===== config.mk =====
export PLATFORM = sky130hd
export DESIGN_NAME = fetch_buf
export DESIGN_NICKNAME = d
export VERILOG_FILES = /design/src/rtl/fetch_buf.sv
export SDC_FILE = /design/constraint.sdc
export NUM_CORES = 1
export LEC_CHECK = 0
export ABC_CLOCK_PERIOD_IN_PS = 6600
export BUFFER_PORTS_ARGS = -buffer_cell sky130_fd_sc_hd__buf_2
export CORE_MARGIN = 4
export CORE_UTILIZATION = 40
export DETAILED_ROUTE_END_ITERATION = 16
export SYNTH_ARGS = -nofsm -noshare
export SYNTH_HDL_FRONTEND = slang
export SYNTH_SLANG_ARGS = --single-unit

===== constraint.sdc =====
create_clock -name clk -period 6.6 [get_ports clk]
set_clock_uncertainty 0.1 [all_clocks]
set_input_delay 0.33 -clock clk [delete_from_list [all_inputs] [get_ports clk]]
set_output_delay 0.33 -clock clk [all_outputs]
set_load 0.02 [all_outputs]

===== src/rtl/fetch_buf.sv =====
// Instruction fetch buffer: a small circular FIFO between the fetch and decode stages.
// Define FETCH_BUF_BYPASS_EN to let an instruction pass straight through an empty buffer.
module fetch_buf #(
    parameter int XLEN      = 32,
    parameter int INSTR_LEN = 32,
    parameter int DEPTH     = 4
) (
    input  logic                         clk,
    input  logic                         rst,
    input  logic                         flush,
    input  logic                         in_valid,
    input  logic [INSTR_LEN-1:0]         in_instr,
    input  logic [XLEN-1:0]              in_tag,
    output logic                         in_ready,
    output logic                         out_valid,
    output logic [INSTR_LEN-1:0]         out_instr,
    output logic [XLEN-1:0]              out_tag,
    input  logic                         out_ready,
    output logic [$clog2(DEPTH+1)-1:0]   count
);

    localparam int PW = $clog2(DEPTH);
    localparam int CW = $clog2(DEPTH+1);

    logic [INSTR_LEN-1:0] instr_mem [DEPTH];
    logic [XLEN-1:0]      tag_mem   [DEPTH];

    logic [PW-1:0]        rd_ptr;
    logic [PW-1:0]        wr_ptr;
    logic [CW-1:0]        count_q;

    logic                 full;
    logic                 empty;
    logic                 push_en;
    logic                 pop_en;
    logic                 bypass_take;
    logic [INSTR_LEN-1:0] head_instr;
    logic [XLEN-1:0]      head_tag;
    logic [INSTR_LEN-1:0] last_instr;
    logic [XLEN-1:0]      last_tag;

    assign full     = (count_q == CW'(DEPTH));
    assign empty    = (count_q == '0);
    assign in_ready = ~full;
    assign count    = count_q;

`ifdef FETCH_BUF_BYPASS_EN
    logic bypass_hit;

    // An empty buffer forwards the incoming word; it is only stored if decode stalls.
    assign bypass_hit  = empty & in_valid & ~flush;
    assign bypass_take = bypass_hit & out_ready;
    assign out_valid   = ~flush & (~empty | in_valid);
    assign head_instr  = bypass_hit ? in_instr : instr_mem[rd_ptr];
    assign head_tag    = bypass_hit ? in_tag   : tag_mem[rd_ptr];
`else
    assign bypass_take = 1'b0;
    assign out_valid   = ~empty;
    assign head_instr  = instr_mem[rd_ptr];
    assign head_tag    = tag_mem[rd_ptr];
`endif

    assign push_en = in_valid & in_ready & ~flush & ~bypass_take;
    assign pop_en  = ~empty & out_ready & ~flush;

    // When nothing is valid, decode keeps seeing the last word it was shown.
    assign out_instr = out_valid ? head_instr : last_instr;
    assign out_tag   = out_valid ? head_tag   : last_tag;

    always_ff @(posedge clk or posedge rst) begin
        if (rst) begin
            last_instr <= '0;
            last_tag   <= '0;
        end else if (out_valid) begin
            last_instr <= head_instr;
            last_tag   <= head_tag;
        end
    end

    always_ff @(posedge clk) begin
        if (push_en) begin
            instr_mem[wr_ptr] <= in_instr;
            tag_mem[wr_ptr]   <= in_tag;
        end
    end

    // Pointer and occupancy state; a flush wins over any push or pop in the same cycle.
    always_ff @(posedge clk or posedge rst) begin
        if (rst) begin
            rd_ptr  <= '0;
            wr_ptr  <= '0;
            count_q <= '0;
        end else if (flush) begin
            rd_ptr  <= '0;
            wr_ptr  <= '0;
            count_q <= '0;
        end else begin
            if (push_en) begin
                wr_ptr <= (wr_ptr == PW'(DEPTH-1)) ? '0 : wr_ptr + PW'(1);
            end
            if (pop_en) begin
                rd_ptr <= (rd_ptr == PW'(DEPTH-1)) ? '0 : rd_ptr + PW'(1);
            end
            case ({push_en, pop_en})
                2'b10:   count_q <= count_q + CW'(1);
                2'b01:   count_q <= count_q - CW'(1);
                default: count_q <= count_q;
            endcase
        end
    end

endmodule

## Word-level counts from Yosys, hierarchy flattened

Memory sizes are Yosys's and may differ from the RTL's.
Index checks and enable logic that the tools add are counted.

| word-level totals | value |
|---|---|
| bits in writable memories | 256 |
| memories | 2 |
| input bits | 69 |
| register bits after elaboration | 71 |

| operators by class | value |
|---|---|
| $add $sub $neg | 4 |
| reductions and logical operators | 4 |
| equality and inequality tests | 5 |
| bitwise logic cells | 7 |
| mux-type cells | 12 |

Memory list:

| name | depth | bits a word | rd ports | clocked after memory_dff | wr ports | RTL line | source |
|---|---|---|---|---|---|---|---|
| instr_mem | 4 | 32 | 1 | 0 | 1 | 25 | `logic [INSTR_LEN-1:0] instr_mem [DEPTH];` |
| tag_mem | 4 | 32 | 1 | 0 | 1 | 26 | `logic [XLEN-1:0] tag_mem [DEPTH];` |

Operators by type and width:

| kind | count |
|---|---|
| 32-bit 2-to-1 mux | 2 |
| 2-bit 2-to-1 mux | 6 |
| 2-bit equality test, second input constant | 3 |
| 3-bit case mux with 2 select lines | 1 |
| 2-bit by 1-bit adder with 2-bit output, second input constant | 2 |
| 1-bit AND | 4 |
| 2-bit nonzero test | 2 |
| 3-bit by 1-bit adder with 3-bit output, second input constant | 1 |
| 3-bit equality test, second input constant | 1 |
| 3-bit zero test | 1 |
| 3-bit 2-to-1 mux | 1 |
| 1-bit NOT | 3 |
| 3-bit nonzero test | 1 |
| 3-bit by 1-bit subtractor with 3-bit output, second input constant | 1 |
| 2-bit by 1-bit equality test with 1-bit output, second input constant | 1 |
| 1-bit 2-to-1 mux | 2 |

## Depth between registers and ports, before layout

Gate-level depths: netlist (run 1).

| depth | value |
|---|---|
| depth in word-level cells | 7 |
| gate-level depth with buffers | 8 |
| mapped depth without buffers | 7 |

## Least setup slack after synthesis (run 1)

Ideal clock, no wire load.

| timing path | value |
|---|---|
| path kind | reg2reg |
| start | register count_q[2], in the netlist count[2] |
| end | memory instr_mem[0][0] (enable) |
| path buffers | 1 |
| stages on the path, launching flop included | 6 |
| slack | 19 ps |
| arrival | 5,903 ps |
| period minus slack after synthesis | 6,581 ps |
| cell sequence | dfrtp_1 -> clkbuf_1 -> nor3b_1 -> inv_1 -> nand2_1 -> nor3b_1 |

| between the ends | value |
|---|---|
| word-level cells in the longest chain between the ends | 6 |

Ends and longest elaborated chain:

| element | RTL line | source |
|---|---|---|
| from (decl) | 30 | `logic [CW-1:0] count_q;` |
| from (signal assigned) | 105 | `2'b10: count_q <= count_q + CW'(1);` |
| from (signal assigned) | 106 | `2'b01: count_q <= count_q - CW'(1);` |
| from (signal assigned) | 107 | `default: count_q <= count_q;` |
| 3-bit equality test | 42 | `assign full = (count_q == CW'(DEPTH));` |
| 1-bit NOT | 44 | `assign in_ready = ~full;` |
| named net in_ready | 14 | `output logic in_ready,` |
| 1-bit AND (2 in a row) | 63 | `assign push_en = in_valid & in_ready & ~flush & ~bypass_take;` |
| 1-bit 2-to-1 mux | 81 | `if (push_en) begin` |
| 1-bit 2-to-1 mux (not written as such) | 82 | `instr_mem[wr_ptr] <= in_instr;` |
| to (decl) | 25 |  |

The timed path passes the listed nets, and every way through them passes these cells.

## Worst setup path after layout (run 1)

| timing path | value |
|---|---|
| start | register rd_ptr[0] |
| end | output out_tag[16] |

| between the ends | value |
|---|---|
| word-level cells in the longest chain between the ends | 2 |

Ends and longest elaborated chain:

| element | RTL line | source |
|---|---|---|
| from (decl) | 28 | `logic [PW-1:0] rd_ptr;` |
| from (signal assigned) | 102 | `rd_ptr <= (rd_ptr == PW'(DEPTH-1)) ? '0 : rd_ptr + PW'(1);` |
| memory read 4 x 32 bit | n/a |  |
| 32-bit 2-to-1 mux | 68 | `assign out_tag = out_valid ? head_tag : last_tag;` |
| to (decl) | 17 | `output logic [XLEN-1:0] out_tag,` |

No other way between the ends.

==> run_results.csv, run 1 <==
group,metric,value,unit
run_status,status,"finished clean",
sta,fin_setup_tns,0,ps
finish,fin_area,15300,µm²
cts,numCtsBuffers,36,
sta,period_minus_slack,3584,ps
synthesis,synth.most_common_cell,"edfxtp_1",
cts,cts_sinks,327,
synthesis,synth-edff-count,256,
pwr,p_int,4176,µW
synthesis,yosysTopAreaCellShare,62.19,%
setup_path,r2r_end,"last_tag[16]$_DFF_PP0_",
pwr,vdd_ir_drop_max,180.1,µV
floorplan,start_util,40.52,%
floorplan,num_rows,64,
finish,syn_to_final_growth,23.75,%
cts,cts_resized,0,
pwr,pwr-share-seq,45.6,%
synthesis,synth_top_flop_cell,"edfxtp_1",
global_route,antenna_found_initial,4,
cts,hold_buffers,64,
synthesis,ys_async_sr_fraction,21.71,%
sta,timing.fmax,279.0,MHz
sta,slew_violations,0,
routing,antenna_left,0,
routing,routedWlPerCell,20.39,µm
synthesis,yosysTopAreaCell,"edfxtp_1",
finish,finalNetCount,836,
sta,relSlewSlack,26.00,%
routing,routed_wl,24.12,mm
cts,clk_pin_slew_worst_paths,60,ps
pwr,p_sw_share,25.41,%
floorplan,core-area,30510,µm²
cts,clkLatencyLatePin,500,ps
synthesis,yosys-top-cells-area,"edfxtp_1, dfrtp_1, mux4_2, mux2_4, mux2_2",
sta,final-setup-viol-count,0,
synthesis,syn_area,12360,µm²
routing,via_per_inst,4.932,
setup_path,start_kind,"register",
routing,drc,0,
sta,final.period_utilization,54.30,%
flow_run,drv_cap,0,
placement,dpl_cell_area,13490,µm²
synthesis,syn_inst,535,
sta,worst_pin_slew,1110,ps
floorplan,io_pins,138,
global_route,grt_pass1_vias,6593,
sta,rsz0062_at_grt,"no",
synthesis,ys_warn_count,0,
setup_path,rrSetupSlack,3890,ps
setup_path,endpoint_kind,"output pin",
global_route,grtUsageTotal,14.55,%
pwr,power_switching,1423,µW
synthesis,yosysSeqAreaShare,76.56,%
setup_path,r2r_cells,3,
cts,post_cts_buffers,0,
floorplan,die_h,183.8,µm
cts,clockBufferDepth,3,
global_route,grt_max_degree,72,
setup_path,cp.required,6170,ps
placement,io_buffers,137,
synthesis,ys_seq_elements,327,
hold_path,hp-class,"input pin to async pin",
finish,drive_gt1_share,43.26,%
routing,drtIter0Drc,371,
pwr,power_frac_comb,19.6,%
synthesis,syn-num-nets,610,
synthesis,synth_cell_types,32,
floorplan,die_area,33780,µm²
cts,cts_tree,"yes",
cts,root_buffer,"clkbuf_16",
cts,cts_max_level,2,
pwr,p_leak,0.005518,µW
sta,hold_violations,0,
setup_path,critPathMaxFanout,44,
setup_path,cp-startpoint,"rd_ptr[0]$_DFFE_PP0P_",
synthesis,synth_common_cells,"edfxtp_1, dfrtp_1, mux4_2, mux2_4, mux2_2",
pwr,power_density,365.9,nW/µm²
routing,num_vias,5834,
setup_path,reg2reg_from,"rd_ptr[0]$_DFFE_PP0P_",
pwr,p_clk_share,34.8,%
routing,first_pass_iters,4,
placement,gp_congestion,0.6827,
setup_path,path_class,"register to output pin",
global_route,grt-ovfl-total,0,
global_route,grt_pass1_wl,37.98,mm
synthesis,syn_area_per_cell,23.11,µm²
floorplan,die_w,183.8,µm
placement,post-dp-hpwl,13.95,mm
setup_path,arrival,3150,ps
[area by class of cell]
| cell class | instances | area, µm² |
|---|---|---|
| inverter | 8 | 31.28 |
| clock buffer | 47 | 983.4 |
| multi-input combinational | 173 | 2705 |
| tap | 396 | 495.5 |
| clock inverter | 16 | 177.7 |
| sequential | 327 | 9472 |
| fill | 2450 | 15210 |
| timing repair buffer | 215 | 1431 |
| antenna | 1 | 2.502 |
[power groups by stage]
stage / Sequential (µW) / Combinational, µW / Clock, µW
detailed placement: 2590 / 1080 / 0
global route: 2580 / 1180 / 2100
global placement: 2590 / 1070 / 0
CTS: 2560 / 1120 / 2000
floorplan: 2550 / 800 / 0
finish: 2560 / 1090 / 1950
[worst max-delay path, stage by stage (launching register included)]
cell     delay (ps)
dfrtp_4        1020
buf_4           580
mux4_2          590
mux2_4          280
buf_2           170
[through the flow]
stage	utilization (%)	hold WS (ps)	cells	power (µW)	setup WS, ps
global route	50.14	78.54	1182	5856	2730
CTS	50.14	58.81	1182	5684	2860
global placement	44.23	375.8	1055	3663	3422
detailed placement	44.23	375.8	1055	3677	3409
finish	50.14	86.85	1183	5598	3016
floorplan	-	296.2	535	3354	18.56
[cells in the final DEF, fill, tap and decap left out, drive strengths merged, types with 3 or more instances in the layout]
cell	Yosys	final
dlygate4sd3	0	64
clkbuf	6	47
inv	8	7
a21oi	4	4
dfrtp	71	71
nand2	3	3
ha	5	5
bufinv	0	4
mux4	64	64
buf	21	151
nor3b	6	6
mux2	65	65
edfxtp	256	256
clkinv	0	12
nand3	4	4
[registers in the layout, indices dropped and copies added (netlist names)]
register    cells
last_tag       32
wr_ptr          2
instr_mem     128
rd_ptr          2
last_instr     32
tag_mem       128
count           3
[cells by family (layout without fill, tap and decap cells)]
logic type | after synthesis | after routing | synth area share, %
AND/OR/NAND/NOR | 21 | 21 | 1.022
flip-flops | 327 | 327 | 76.56
other | 0 | 1 | 0
adder cells (fa/ha/maj) | 6 | 6 | 0.6680
AO/OA/AOI/OAI | 15 | 15 | 0.8097
buffers and inverters | 35 | 286 | 1.721
XOR/XNOR | 1 | 1 | 0.07086
multiplexers | 130 | 130 | 19.15
[worst max-delay path by stage]
stage	slack (ps)	endpoint	cells after the start
after global routing	2730	out_tag[16]	4
after floorplan	20	instr_mem[0][0]$_DFFE_PP_	5
final	3020	out_tag[16]	4
after global placement	3420	out_tag[16]	4
after CTS	2860	out_tag[16]	4
after detailed placement	3410	out_tag[16]	4
[per-layer routing]
layer  wire length (µm)  GRT usage (%)  up-vias
met5                 38              0        -
met4                363          3.342        6
met3               1630          4.313       37
met2              11630          24.05      142
met1              10460          19.29     3027
li1                   -              -     2622
No activity file was read; power rests on OpenSTA's default activity.
==> run 2: changes to the inputs <==
--- a/config.mk
+++ b/config.mk
@@ -5,7 +5,7 @@
 export SDC_FILE = /design/constraint.sdc
 export NUM_CORES = 1
 export LEC_CHECK = 0
-export ABC_CLOCK_PERIOD_IN_PS = 6600
+export ABC_CLOCK_PERIOD_IN_PS = 3100
 export BUFFER_PORTS_ARGS = -buffer_cell sky130_fd_sc_hd__buf_2
 export CORE_MARGIN = 4
 export CORE_UTILIZATION = 40
==> constraint.sdc (replaced) <==
create_clock -name clk -period 3.1 [get_ports clk]
set_clock_uncertainty 0.1 [all_clocks]
set_input_delay 0.155 -clock clk [delete_from_list [all_inputs] [get_ports clk]]
set_output_delay 0.155 -clock clk [all_outputs]
set_load 0.02 [all_outputs]
==> run 2 against run 1 <==
Net effect:
- sequential power increased by 110%
- count of clock-buffer cells in the layout increased by 4
- non-clock buffer count increased by 10
- global-route usage increased by 0.16 points
- via count increased by 2.0%
- final cell count increased by 1.1%
- largest power group unchanged
- routed wire length increased by 1.9%
- first-iteration DRC count decreased by 14%
==> run_results.csv, run 2 (synthesis results as in run 1) <==
group,metric,value,unit
routing,routedWlPerCell,20.56,µm
cts,cts_resized,0,
pwr,power_density,773.3,nW/µm²
global_route,gr-max-usage-layer,"met2",
pwr,p_leak,0.005586,µW
sta,hold_violations,0,
placement,io_buffers,137,
sta,timing.fmax,339.5,MHz
cts,numCtsBuffers,36,
sta,period_minus_slack,2945,ps
global_route,globalRouteMet3Util,3.700,%
global_route,grt_pass1_vias,6533,
cts,cts_sinks,327,
floorplan,io_pins,138,
cts,cts_tree,"yes",
finish,fillerInstances,2454,
setup_path,arrival,2690,ps
routing,drtIter0Drc,318,
sta,rsz0062_at_grt,"no",
sta,worst_pin_slew,1061,ps
setup_path,endpoint_kind,"output pin",
global_route,use_met2,24.86,%
cts,clockBufferDepth,3,
global_route,grt_max_degree,67,
finish,finalNonFillerCells,1196,
floorplan,num_rows,64,
sta,slew_violations,0,
routing,routed_wl,24.59,mm
routing,first_pass_iters,4,
sta,final.period_utilization,95.00,%
floorplan,start_util,40.52,%
cts,root_buffer,"clkbuf_16",
routing,via_per_inst,4.974,
sta,fin_setup_tns,0,ps
floorplan,die_area,33780,µm²
setup_path,critPathMaxFanout,27,
finish,final_util,50.65,%
finish,drive_gt1_share,43.93,%
sta,final-setup-viol-count,0,
global_route,antenna_found_initial,1,
flow_run,drv_cap,0,
finish,syn_to_final_growth,25.00,%
cts,clk_pin_slew_worst_paths,60,ps
cts,post_cts_buffers,0,
setup_path,cp.required,2840,ps
placement,place_inst,1060,
finish,final_cell_mix,"edfxtp_1, buf_2, dlygate4sd3_1",
run_status,status,"finished clean",
finish,fin_area,15450,µm²
global_route,grtUsageTotal,14.71,%
routing,num_vias,5949,
cts,clkLatencyLatePin,510,ps
hold_path,hp-class,"input pin to async pin",
finish,reg_top3,"instr_mem (128), tag_mem (128)",
placement,gp_congestion,0.7200,
global_route,grt_pass1_wl,38.32,mm
floorplan,die_w,183.8,µm
floorplan,die_h,183.8,µm
setup_path,start_kind,"register",
global_route,grt-ovfl-total,0,
cts,hold_buffers,69,
pwr,vdd_ir_drop_max,365.2,µV
routing,antenna_left,0,
floorplan,core-area,30510,µm²
setup_path,path_class,"register to output pin",
global_route,use_met1,19.29,%
placement,dpl_cell_area,13590,µm²
finish,layout_commonest_cell,"edfxtp_1",
sta,relSlewSlack,29.27,%
placement,post-dp-hpwl,14.81,mm
routing,drc,0,
finish,finalNetCount,846,
cts,cts_max_level,2,
-- run 2: metrics by stage --
step,total power [µW],hold WS [ps],setup slack [ps]
2_1_floorplan,7144,117.5,-130.1
3_3_place_gp,7813,14.94,722.0
3_5_place_dp,7860,16.88,688.1
4_1_cts,12130,41.68,145.5
5_1_grt,12480,63.01,33.49
6_report,11950,46.59,154.9
-- run 2: power by group --
part / internal [µW] / switching [µW] / total, µW
Sequential: 5240 / 177 / 5420
Combinational: 1100 / 1280 / 2380
Clock: 2530 / 1620 / 4140
-- run 2: path summary, 6_finish.rpt --
| kind | startpoint | endpoint | slack [ps] | cells past startpoint |
|---|---|---|---|---|
| max | count[0]$_DFFE_PP0P_ | out_instr[9] | 150 | 4 |
| min | rst | last_tag[11]$_DFF_PP0_ | 50 | 3 |
| max reg2reg | count[0]$_DFFE_PP0P_ | count[1]$_DFFE_PP0P_ | 800 | 5 |
| min reg2reg | last_instr[29]$_DFF_PP0_ | last_instr[29]$_DFF_PP0_ | 390 | 1 |
| max in group asynchronous | rst | rd_ptr[0]$_DFFE_PP0P_ | 2050 | 4 |
| min in group clk | in_tag[24] | tag_mem[2][24]$_DFFE_PP_ | 300 | 2 |
-- run 2: critical path, stage by stage (launching register included) --
cell and delay, ps:
dfrtp_1 610, or3_4 440, buf_4 530, mux2_2 410, buf_2 170
-- run 2: area by class of cell --
class | instances | area, µm² | area share, %
inverter | 8 | 31.28 | 0.2024
clock buffer | 51 | 1008 | 6.526
multi-input combinational | 173 | 2749 | 17.79
antenna | 1 | 2.502 | 0.01619
tap | 396 | 495.5 | 3.206
sequential | 327 | 9474 | 61.31
clock inverter | 15 | 160.2 | 1.036
timing repair buffer | 225 | 1531 | 9.911
-- run 2: layer usage --
layer / wire length, µm / vias to the layer above
met5: 0 / -
met4: 510 / 0
met1: 10160 / 3095
met2: 12480 / 162
li1: - / 2649
met3: 1451 / 43
